`config.mk`:
```
export PLATFORM = sky130hd
export DESIGN_NAME = flit_injector_flat
export DESIGN_NICKNAME = d
export VERILOG_FILES = /design/src/rtl/flit_injector_if.sv /design/src/rtl/flit_injector.sv /design/src/flat_wrapper.sv
export SDC_FILE = /design/constraint.sdc
export NUM_CORES = 1
export LEC_CHECK = 0
export ABC_AREA = 1
export BUFFER_PORTS_ARGS = -buffer_cell sky130_fd_sc_hd__buf_2
export CAP_MARGIN = 15
export CORE_MARGIN = 10
export CORE_UTILIZATION = 47
export CTS_CLUSTER_DIAMETER = 120
export DETAILED_ROUTE_END_ITERATION = 10
export MAX_ROUTING_LAYER = met4
export PLACE_DENSITY = 0.9
export SLEW_MARGIN = 0
export SYNTH_ARGS = -nofsm -noshare
export SYNTH_HDL_FRONTEND = slang
export SYNTH_SLANG_ARGS = --single-unit
```
`constraint.sdc`:
```
create_clock -name clk -period 1.7 [get_ports clk]
set_input_delay 0 -clock clk [delete_from_list [all_inputs] [get_ports clk]]
set_output_delay 0 -clock clk [all_outputs]
set_load 0.02 [all_outputs]
```
`src/rtl/flit_injector_if.sv`:
```
// Core-side request/payload and link-side flit signals of the flit injector.
// master = injector side, slave = core/link side.
interface flit_injector_if #(
  parameter int unsigned LENW  = 4,
  parameter int unsigned NVCH  = 2,
  parameter int unsigned DATAW = 32,
  parameter int unsigned DSTW  = 8
);
  localparam int unsigned VCW = (NVCH > 1) ? $clog2(NVCH) : 1;

  logic             hreq;
  logic [DSTW-1:0]  hdst;
  logic [LENW-1:0]  hlen;
  logic             hack;
  logic [DATAW-1:0] pdata;
  logic             pvalid;
  logic             pready;
  logic [NVCH-1:0]  irdy;
  logic [NVCH-1:0]  ilck;
  logic [DATAW-1:0] odata;
  logic             ovalid;
  logic [VCW-1:0]   ovch;
  logic             busy;

  modport master (
    input  hreq, hdst, hlen, pdata, pvalid, irdy, ilck,
    output hack, pready, odata, ovalid, ovch, busy
  );

  modport slave (
    output hreq, hdst, hlen, pdata, pvalid, irdy, ilck,
    input  hack, pready, odata, ovalid, ovch, busy
  );
endinterface

```
`src/rtl/flit_injector.sv`:
```
// Transmit end of a router input-channel link: turns core requests into HEAD/BODY/TAIL/HEADTAIL flits.
// Optional flit/packet counters are built when INJ_STAT_EN is defined.
module flit_injector #(
  parameter int unsigned LENW  = 4,
  parameter int unsigned NVCH  = 2,
  parameter int unsigned DATAW = 32,
  parameter int unsigned DSTW  = 8
) (
  input  logic clk,
  input  logic rst_,
  flit_injector_if.master bus
`ifdef INJ_STAT_EN
  ,
  output logic [15:0] sent_flits,
  output logic [15:0] sent_pkts
`endif
);

  localparam int unsigned VCW      = (NVCH > 1) ? $clog2(NVCH) : 1;
  localparam int unsigned DST_LSB  = 8;
  localparam int unsigned TYPE_MSB = DATAW - 1;

  // Flit type field: bit1 = head, bit0 = tail
  localparam logic [1:0] TY_BODY     = 2'b00;
  localparam logic [1:0] TY_TAIL     = 2'b01;
  localparam logic [1:0] TY_HEAD     = 2'b10;
  localparam logic [1:0] TY_HEADTAIL = 2'b11;

  typedef enum logic [1:0] {IDLE, VCSEL, HEAD, BODY} state_t;

  state_t           state;
  logic [DSTW-1:0]  dst_r;
  logic [LENW-1:0]  cnt_r;
  logic [VCW-1:0]   vc_r;
  logic [VCW-1:0]   rr_ptr;

  logic             pick_ok;
  logic [VCW-1:0]   pick_vc;
  logic [VCW-1:0]   pick_idx;
  logic [VCW-1:0]   rr_next;
  logic             send_ok;
  logic             head_go;
  logic             body_xfer;
  logic             last_cnt;
  logic [1:0]       head_type;
  logic [1:0]       body_type;
  logic [DATAW-1:0] head_flit;
  logic [DATAW-1:0] body_flit;

  // Round-robin VC pick starting at rr_ptr; scanning backwards leaves the nearest eligible VC
  always_comb begin
    pick_ok  = 1'b0;
    pick_vc  = '0;
    pick_idx = '0;
    for (int i = int'(NVCH) - 1; i >= 0; i--) begin
      pick_idx = VCW'((int'(rr_ptr) + i) % int'(NVCH));
      if (bus.irdy[pick_idx] && !bus.ilck[pick_idx]) begin
        pick_ok = 1'b1;
        pick_vc = pick_idx;
      end
    end
  end

  assign rr_next   = VCW'((int'(pick_vc) + 1) % int'(NVCH));
  assign send_ok   = bus.irdy[vc_r];
  assign last_cnt  = (cnt_r == LENW'(1));
  assign head_go   = (state == HEAD) && send_ok;
  assign body_xfer = (state == BODY) && bus.pvalid && send_ok;
  assign head_type = (cnt_r == '0) ? TY_HEADTAIL : TY_HEAD;
  assign body_type = last_cnt ? TY_TAIL : TY_BODY;

  // Head carries only type, destination and its own VC; body keeps the payload except the type bits
  always_comb begin
    head_flit                        = '0;
    head_flit[TYPE_MSB -: 2]         = head_type;
    head_flit[DST_LSB +: DSTW]       = dst_r;
    head_flit[VCW-1:0]               = vc_r;
    body_flit                        = bus.pdata;
    body_flit[TYPE_MSB -: 2]         = body_type;
  end

  // pready follows the receiver same-cycle so a payload word is only taken when it can be sent
  assign bus.pready = (state == BODY) && send_ok;
  assign bus.busy   = (state != IDLE);

  always_ff @(posedge clk or negedge rst_) begin
    if (!rst_) begin
      state      <= IDLE;
      dst_r      <= '0;
      cnt_r      <= '0;
      vc_r       <= '0;
      rr_ptr     <= '0;
      bus.hack   <= 1'b0;
      bus.ovalid <= 1'b0;
      bus.odata  <= '0;
      bus.ovch   <= '0;
    end else begin
      bus.hack   <= 1'b0;
      bus.ovalid <= 1'b0;
      bus.odata  <= '0;
      bus.ovch   <= '0;
      case (state)
        IDLE: begin
          if (bus.hreq) begin
            dst_r <= bus.hdst;
            cnt_r <= bus.hlen;
            state <= VCSEL;
          end
        end
        VCSEL: begin
          if (pick_ok) begin
            vc_r     <= pick_vc;
            rr_ptr   <= rr_next;
            bus.hack <= 1'b1;
            state    <= HEAD;
          end
        end
        HEAD: begin
          if (head_go) begin
            bus.ovalid <= 1'b1;
            bus.ovch   <= vc_r;
            bus.odata  <= head_flit;
            state      <= (cnt_r == '0) ? IDLE : BODY;
          end
        end
        BODY: begin
          if (body_xfer) begin
            bus.ovalid <= 1'b1;
            bus.ovch   <= vc_r;
            bus.odata  <= body_flit;
            cnt_r      <= cnt_r - LENW'(1);
            if (last_cnt) state <= IDLE;
          end
        end
        default: state <= IDLE;
      endcase
    end
  end

`ifdef INJ_STAT_EN
  logic flit_go;
  logic pkt_done;

  assign flit_go  = head_go || body_xfer;
  assign pkt_done = (head_go && (cnt_r == '0)) || (body_xfer && last_cnt);

  // Free-running wrap-around counters, updated on the same edge that registers the flit
  always_ff @(posedge clk or negedge rst_) begin
    if (!rst_) begin
      sent_flits <= '0;
      sent_pkts  <= '0;
    end else begin
      if (flit_go)  sent_flits <= sent_flits + 16'd1;
      if (pkt_done) sent_pkts  <= sent_pkts + 16'd1;
    end
  end
`endif

endmodule

```
`src/flat_wrapper.sv`:
```
// flat-port wrapper written by rule: the top's interface ports become plain ports
module flit_injector_flat 
#(
  parameter int unsigned LENW  = 4,
  parameter int unsigned NVCH  = 2,
  parameter int unsigned DATAW = 32,
  parameter int unsigned DSTW  = 8
)
  (clk, rst_, bus_hreq, bus_hdst, bus_hlen, bus_pdata, bus_pvalid, bus_irdy, bus_ilck, bus_hack, bus_pready, bus_odata, bus_ovalid, bus_ovch, bus_busy);
  flit_injector_if #(.LENW(LENW), .NVCH(NVCH), .DATAW(DATAW), .DSTW(DSTW)) bus_i ();
  input  logic clk;
  input  logic rst_;
  input wire logic [$bits(bus_i.hreq)-1:0] bus_hreq;
  input wire logic [$bits(bus_i.hdst)-1:0] bus_hdst;
  input wire logic [$bits(bus_i.hlen)-1:0] bus_hlen;
  input wire logic [$bits(bus_i.pdata)-1:0] bus_pdata;
  input wire logic [$bits(bus_i.pvalid)-1:0] bus_pvalid;
  input wire logic [$bits(bus_i.irdy)-1:0] bus_irdy;
  input wire logic [$bits(bus_i.ilck)-1:0] bus_ilck;
  output wire logic [$bits(bus_i.hack)-1:0] bus_hack;
  output wire logic [$bits(bus_i.pready)-1:0] bus_pready;
  output wire logic [$bits(bus_i.odata)-1:0] bus_odata;
  output wire logic [$bits(bus_i.ovalid)-1:0] bus_ovalid;
  output wire logic [$bits(bus_i.ovch)-1:0] bus_ovch;
  output wire logic [$bits(bus_i.busy)-1:0] bus_busy;
  assign bus_i.hreq = bus_hreq;
  assign bus_i.hdst = bus_hdst;
  assign bus_i.hlen = bus_hlen;
  assign bus_i.pdata = bus_pdata;
  assign bus_i.pvalid = bus_pvalid;
  assign bus_i.irdy = bus_irdy;
  assign bus_i.ilck = bus_ilck;
  assign bus_hack = bus_i.hack;
  assign bus_pready = bus_i.pready;
  assign bus_odata = bus_i.odata;
  assign bus_ovalid = bus_i.ovalid;
  assign bus_ovch = bus_i.ovch;
  assign bus_busy = bus_i.busy;
  flit_injector #(.LENW(LENW), .NVCH(NVCH), .DATAW(DATAW), .DSTW(DSTW)) u_core (.clk(clk), .rst_(rst_), .bus(bus_i));
endmodule
```
## After elaboration in Yosys (flattened, before gate mapping)

Index checks and enable logic that the tools add are counted.

- Reductions and logical operators: 16
- Add/sub/neg operators: 3
- Mux-type cells: 37
- Equal/unequal tests: 9
- $lt $le $gt $ge: 3

Operators with widths:

| kind | number |
|---|---|
| 32-bit two-way mux | 2 |
| 32-bit one-hot mux with 2 select lines | 1 |
| 1-bit two-way mux | 22 |
| 2-bit two-way mux | 6 |
| 4-bit two-way mux | 2 |
| 2-bit by 1-bit inequality test with 1-bit output, second input constant | 4 |
| 2-bit one-hot mux with 4 select lines | 1 |
| 4-bit one-hot mux with 2 select lines | 1 |
| 1-bit logical AND | 6 |
| 1-bit by 2-bit less-than comparator with 1-bit output, second input constant | 3 |
| 5-bit AND reduction | 1 |
| 2-bit equality test, second input constant | 2 |
| 4-bit by 1-bit equality test with 1-bit output, second input constant | 1 |
| 4-bit logical NOT | 1 |
| 1-bit one-hot mux with 2 select lines | 2 |
| 2-bit AND reduction | 2 |
| 2-bit nonzero test | 2 |
| 4-bit by 1-bit subtractor with 4-bit output, second input constant | 1 |
| 3-bit AND reduction | 1 |
| 1-bit adder, second input constant | 2 |
| 2-bit by 1-bit equality test with 1-bit output, second input constant | 1 |
| 1-bit logical NOT | 2 |
| 2-bit logical NOT | 1 |
| 2-bit inequality test, second input constant | 1 |

- Word-level logic and storage cells: 77
- Register bits after elaboration: 51

## Logic depth before layout (Yosys ltp)

- Depth in word-level cells: 9
- Mapped depth: 9

## Worst setup path after synthesis

Ideal clock, no wire load.

- Kind: register to register
- Start point: reg u_core.vc_r
- End point: reg u_core.bus.odata[0]
- Cell stages (with the launch flop): 6
- Buffers on the path: 0
- Arrival: 1.149 ns
- Path slack: 0.468 ns
- Clock period less this slack: 1.232 ns
- Cell sequence: dfrtp_1 > inv_1 > nand2_1 > a21oi_2 > nand3_1 > o21ai_0

- Word-level cells in the longest chain between the ends: 5

RTL lines:

| item | RTL line | RTL |
|---|---|---|
| from (decl) | flit_injector.sv:34 | `logic [VCW-1:0] vc_r;` |
| from (signal assigned) | flit_injector.sv:112 | `vc_r <= pick_vc;` |
| 1-bit two-way mux (implied by the code) (2 in a row) | flit_injector.sv:65 | `assign send_ok = bus.irdy[vc_r];` |
| 1-bit logical AND (on tied branches) | flit_injector.sv:68, flit_injector.sv:67 |  |
| 32-bit two-way mux (on tied branches) | flit_injector.sv:127, flit_injector.sv:119 |  |
| 32-bit one-hot mux with 2 select lines (*) | flit_injector.sv:102 | `case (state)` |
| to (signal assigned) | flit_injector.sv:122 | `bus.odata <= head_flit;` |
| to (signal assigned) | flit_injector.sv:130 | `bus.odata <= body_flit;` |
| to (decl) | flit_injector_if.sv:27 | `output hack, pready, odata, ovalid, ovch, busy` |

Mark *: on every way between the ends. The rest lies on a longest branch, timed or not. The select of a mux whose other input is x is not followed.
A chain may end at the register's enable or synchronous reset.

## Worst setup path in the final report

- Start point: reg u_core.state[0]
- End point: out bus_pready

- Word-level cells in the longest chain between the ends: 2

RTL lines:

| item | RTL line | RTL |
|---|---|---|
| from (decl) | flit_injector.sv:31 | `state_t state;` |
| from (signal assigned) | flit_injector.sv:123 | `state <= (cnt_r == '0) ? IDLE : BODY;` |
| 2-bit equality test | flit_injector.sv:83 | `assign bus.pready = (state == BODY) && send_ok;` |
| 1-bit logical AND | flit_injector.sv:83 |  |
| to (decl) | flat_wrapper.sv:21 | `output wire logic [$bits(bus_i.pready)-1:0] bus_pready;` |

No other way between the ends.

==> reports/qor.tcl <==
set qor(outcome) {finished, final reports clean}
set qor(synth.distinct_cells) 18
set qor(drc_marker_count_from_the_first_detailed_route_iteration) 114
set qor(synthFlopType) {dfrtp_1}
set qor(drtAntennaViolNets) 0
set qor(number_of_enable_flip_flop_cells_after_synthesis) 0
set qor(grt_use_total_pct) 18.1
set qor(power_per_cell_area_nw_per_um2) 1250
set qor(rsz0062_at_grt) {false}
set qor(routed_wl_mm) 6.54
set qor(hold_viol_final) 0
set qor(peak_supply_drop_uv) 638
set qor(cp_data_arrival_time_ns) 1.53
set qor(worst_path_class_setup) {flop to primary output}
set qor(fin_crit_ns) 1.53
set qor(first_pass_grt_wire_length_mm) 10.3
set qor(io_buffer_count) 86
set qor(slew_violations) 0
set qor(endpoint) {bus_pready}
set qor(synthesis.nets) 268
set qor(power.internal_uw) 2430
set qor(netlist_instances) 214
set qor(placement_rows) 23
set qor(post-cts-setup-buffers) 0
set qor(switching_share_pct) 35.8
set qor(switching_power_uw) 1360
set qor(fillerInstances) 265
set qor(ctsHtreeMaxLevel) 2
set qor(static-leakage-power_uw) 0.00180
set qor(critPathRequiredTime_ns) 1.70
set qor(maxCapViolations) 0
set qor(achievable_freq_ghz) 0.652
set qor(first_pass_iters) 4
set qor(class_of_the_worst_hold_path) {primary input to flop}
set qor(cts-resized-gates) 0
set qor(finalSetupViolCount) 0
set qor(dp_hpwl_mm) 3.96
set qor(globalRouteOverflowTotal) 0
set qor(final_cycle_utilization_of_the_critical_path_pct) 90.2
set qor(core_area_um2) 4120
set qor(cts_made_buffers) 5
set qor(totalNegativeSetupSlack_ns) 0
set qor(worst_clock_skew_ns) 0.00946
set qor(grt_pass1_vias) 1960
set qor(setup.reg_to_reg.worst_slack_ns) 0.32
set qor(asyncSetResetFlopFracSynth_pct) 100
set qor(hold-worst-slack_ns) 0.00463
set qor(synth-warning-count) 0
set qor(yosysSeqAreaShare_pct) 62.1
set qor(crit-reg2reg-capture) {u_core.state[1]}
set qor(detail_route.vias_per_cell) 4.77
set qor(critical_path.max_fanout) 10
set qor(grt_antenna_before_repair) 0
set qor(min_delay_path_depth) 5
set qor(cts_sink_count) 51
set qor(clock_power_share_pct) 21.5
set qor(slew_of_the_pin_with_the_lowest_slew_margin_ns) 0.618
set qor(clkTransAtPathRegs_ns) 0.09
set qor(r2r_cells) 8
set qor(share_of_layout_cells_above_drive_strength_1_pct) 31.9
set qor(floorplan.die_area_um2) 7420
set qor(initial_utilization_pct) 50.0
set qor(area_delta_synth_final_pct) 47.4
set qor(share_comb_of_total_power_pct) 34.5
set qor(synth_seq_cells) 51
set qor(finalWeightedCongestion) 0.855
set qor(worst_setup_path_startpoint) {u_core.state[0]}
set qor(synth.cell_area_um2) 2060
set qor(max_slew_margin_pct) 58.8
set qor(end_kind) {primary output}
set qor(cts_hold_buffers) 39
set qor(reg2reg_from) {u_core.state[0]}
set qor(avgRoutedWirePerCell_um) 16.6
set qor(syn_area_per_cell_um2) 9.61
set qor(insertedDiodeCount) 0
set qor(final_net_count) 399
set qor(dieWidth_um) 86.1
set qor(clock_tree.buffer_depth) 2
set qor(maximum_number_of_pins_on_one_net_before_global_route_repair) 52
set qor(cts_tree) {done}
set qor(cts_root_buf) {clkbuf_8}
set qor(num_io_pins) 89
set qor(critPathLaunchType) {flop}
set qor(clock_latency_ns) 0.30
set qor(seq_power_share_pct) 43.9
set qor(drt_drc_violations_left) 0
set qor(dieHeight_um) 86.1
set qor(detailroute.via_count) 1883
final cells by class:
class | instances | area [um^2] | area share, %
tap | 50 | 62.6 | 2.06
clock inverter | 1 | 30.0 | 0.991
multi-input combinational | 123 | 614 | 20.3
sequential | 51 | 1280 | 42.1
inverter | 37 | 139 | 4.58
timing repair buffer | 127 | 836 | 27.6
clock buffer | 6 | 72.6 | 2.39
power by group through the flow:
stage | registers [uW] | logic (uW) | clock network (uW)
floorplan | 1780 | 728 | 0
global placement | 1660 | 1180 | 0
detailed placement | 1680 | 1230 | 0
CTS | 1650 | 1300 | 814
global route | 1700 | 1470 | 868
finish | 1670 | 1310 | 817
metrics by stage:
step           std cells  total power [uW]  worst slack, ns  instance area, um^2  util (%)
6_report             395              3790            0.166                 3030      73.6
5_1_grt              395              4040           0.0348                 3030      73.6
4_1_cts              395              3770            0.154                 3030      73.6
3_5_place_dp         349              2900            0.376                 2540      61.7
3_3_place_gp         349              2830            0.416                 2540      61.7
2_1_floorplan        214              2500            0.468                 2060         -
synthesized netlist by cell type, types with 2 or more instances:
library cell	count	area share [%]
buf_4	2	0.73
dfrtp_1	51	62
ha_1	2	1.2
inv_1	35	6.4
inv_2	2	0.37
mux2_2	8	4.4
nand2_1	48	8.8
nand2_2	2	0.61
nand3_1	17	4.1
nor2_1	27	4.9
o21ai_0	13	3.2
cell usage in the layout, fill, tap and decap left out:
master / netlist / layout
nand2_1: 48 / 48
dfrtp_1: 51 / 51
a21oi_1: 1 / 1
bufinv_16: 0 / 1
nor2_1: 27 / 27
nand2_4: 1 / 1
nand2_2: 2 / 2
nand3_1: 17 / 17
inv_2: 2 / 2
buf_2: 0 / 86
or2_2: 1 / 1
buf_4: 2 / 2
a21oi_2: 1 / 1
nand4_1: 1 / 1
dlygate4sd3_1: 0 / 39
ha_1: 2 / 2
clkbuf_1: 0 / 1
o21ai_0: 13 / 13
clkbuf_8: 0 / 5
inv_1: 35 / 35
mux2_2: 8 / 8
nand3_4: 1 / 1
worst min path at each step:
stage                                 endpoint         from  slack [ns]
final                          u_core.cnt_r[2]  bus_hlen[2]       0.005
after CTS                      u_core.cnt_r[2]  bus_hlen[2]       0.008
after global placement    u_core.bus.odata[20]         rst_        0.13
after detailed placement  u_core.bus.odata[20]         rst_        0.14
after floorplan                u_core.bus.hack         rst_       -0.30
after global routing      u_core.bus.odata[11]   bus_pvalid        0.05
kinds of logic after synthesis:
logic type               count (synthesis)  synth area share [%]
flip-flops                              51                  62.1
multiplexers                             8                  4.38
AO/OA/AOI/OAI                           15                  3.83
buffers and inverters                   40                  8.03
AND/OR/NAND/NOR                         98                  20.5
adder cells (fa/ha/maj)                  2                  1.22
registers in the layout (all words and copies together) (netlist names):
signal and count:
u_core.bus.odata 32, u_core.dst_r 8, u_core.cnt_r 4, u_core.state 2, u_core.bus.hack 1, u_core.bus.ovalid 1
u_core.bus.ovch 1, u_core.rr_ptr 1, u_core.vc_r 1
layer usage:
metal / vias to the layer above / track usage [%] / share of wire [%]
met2: 88 / 31.5 / 51
met5: - / - / 0
met3: 6 / 5.30 / 9.1
met4: 0 / 4.49 / 0.84
met1: 877 / 19.6 / 39
li1: 912 / - / -
critical path, stage by stage (launching register included):
cell and delay [ns]:
dfrtp_1 0.44, nand2_2 0.17, a21oi_2 0.37, buf_2 0.25
No activity file was read; power rests on OpenSTA's default activity.
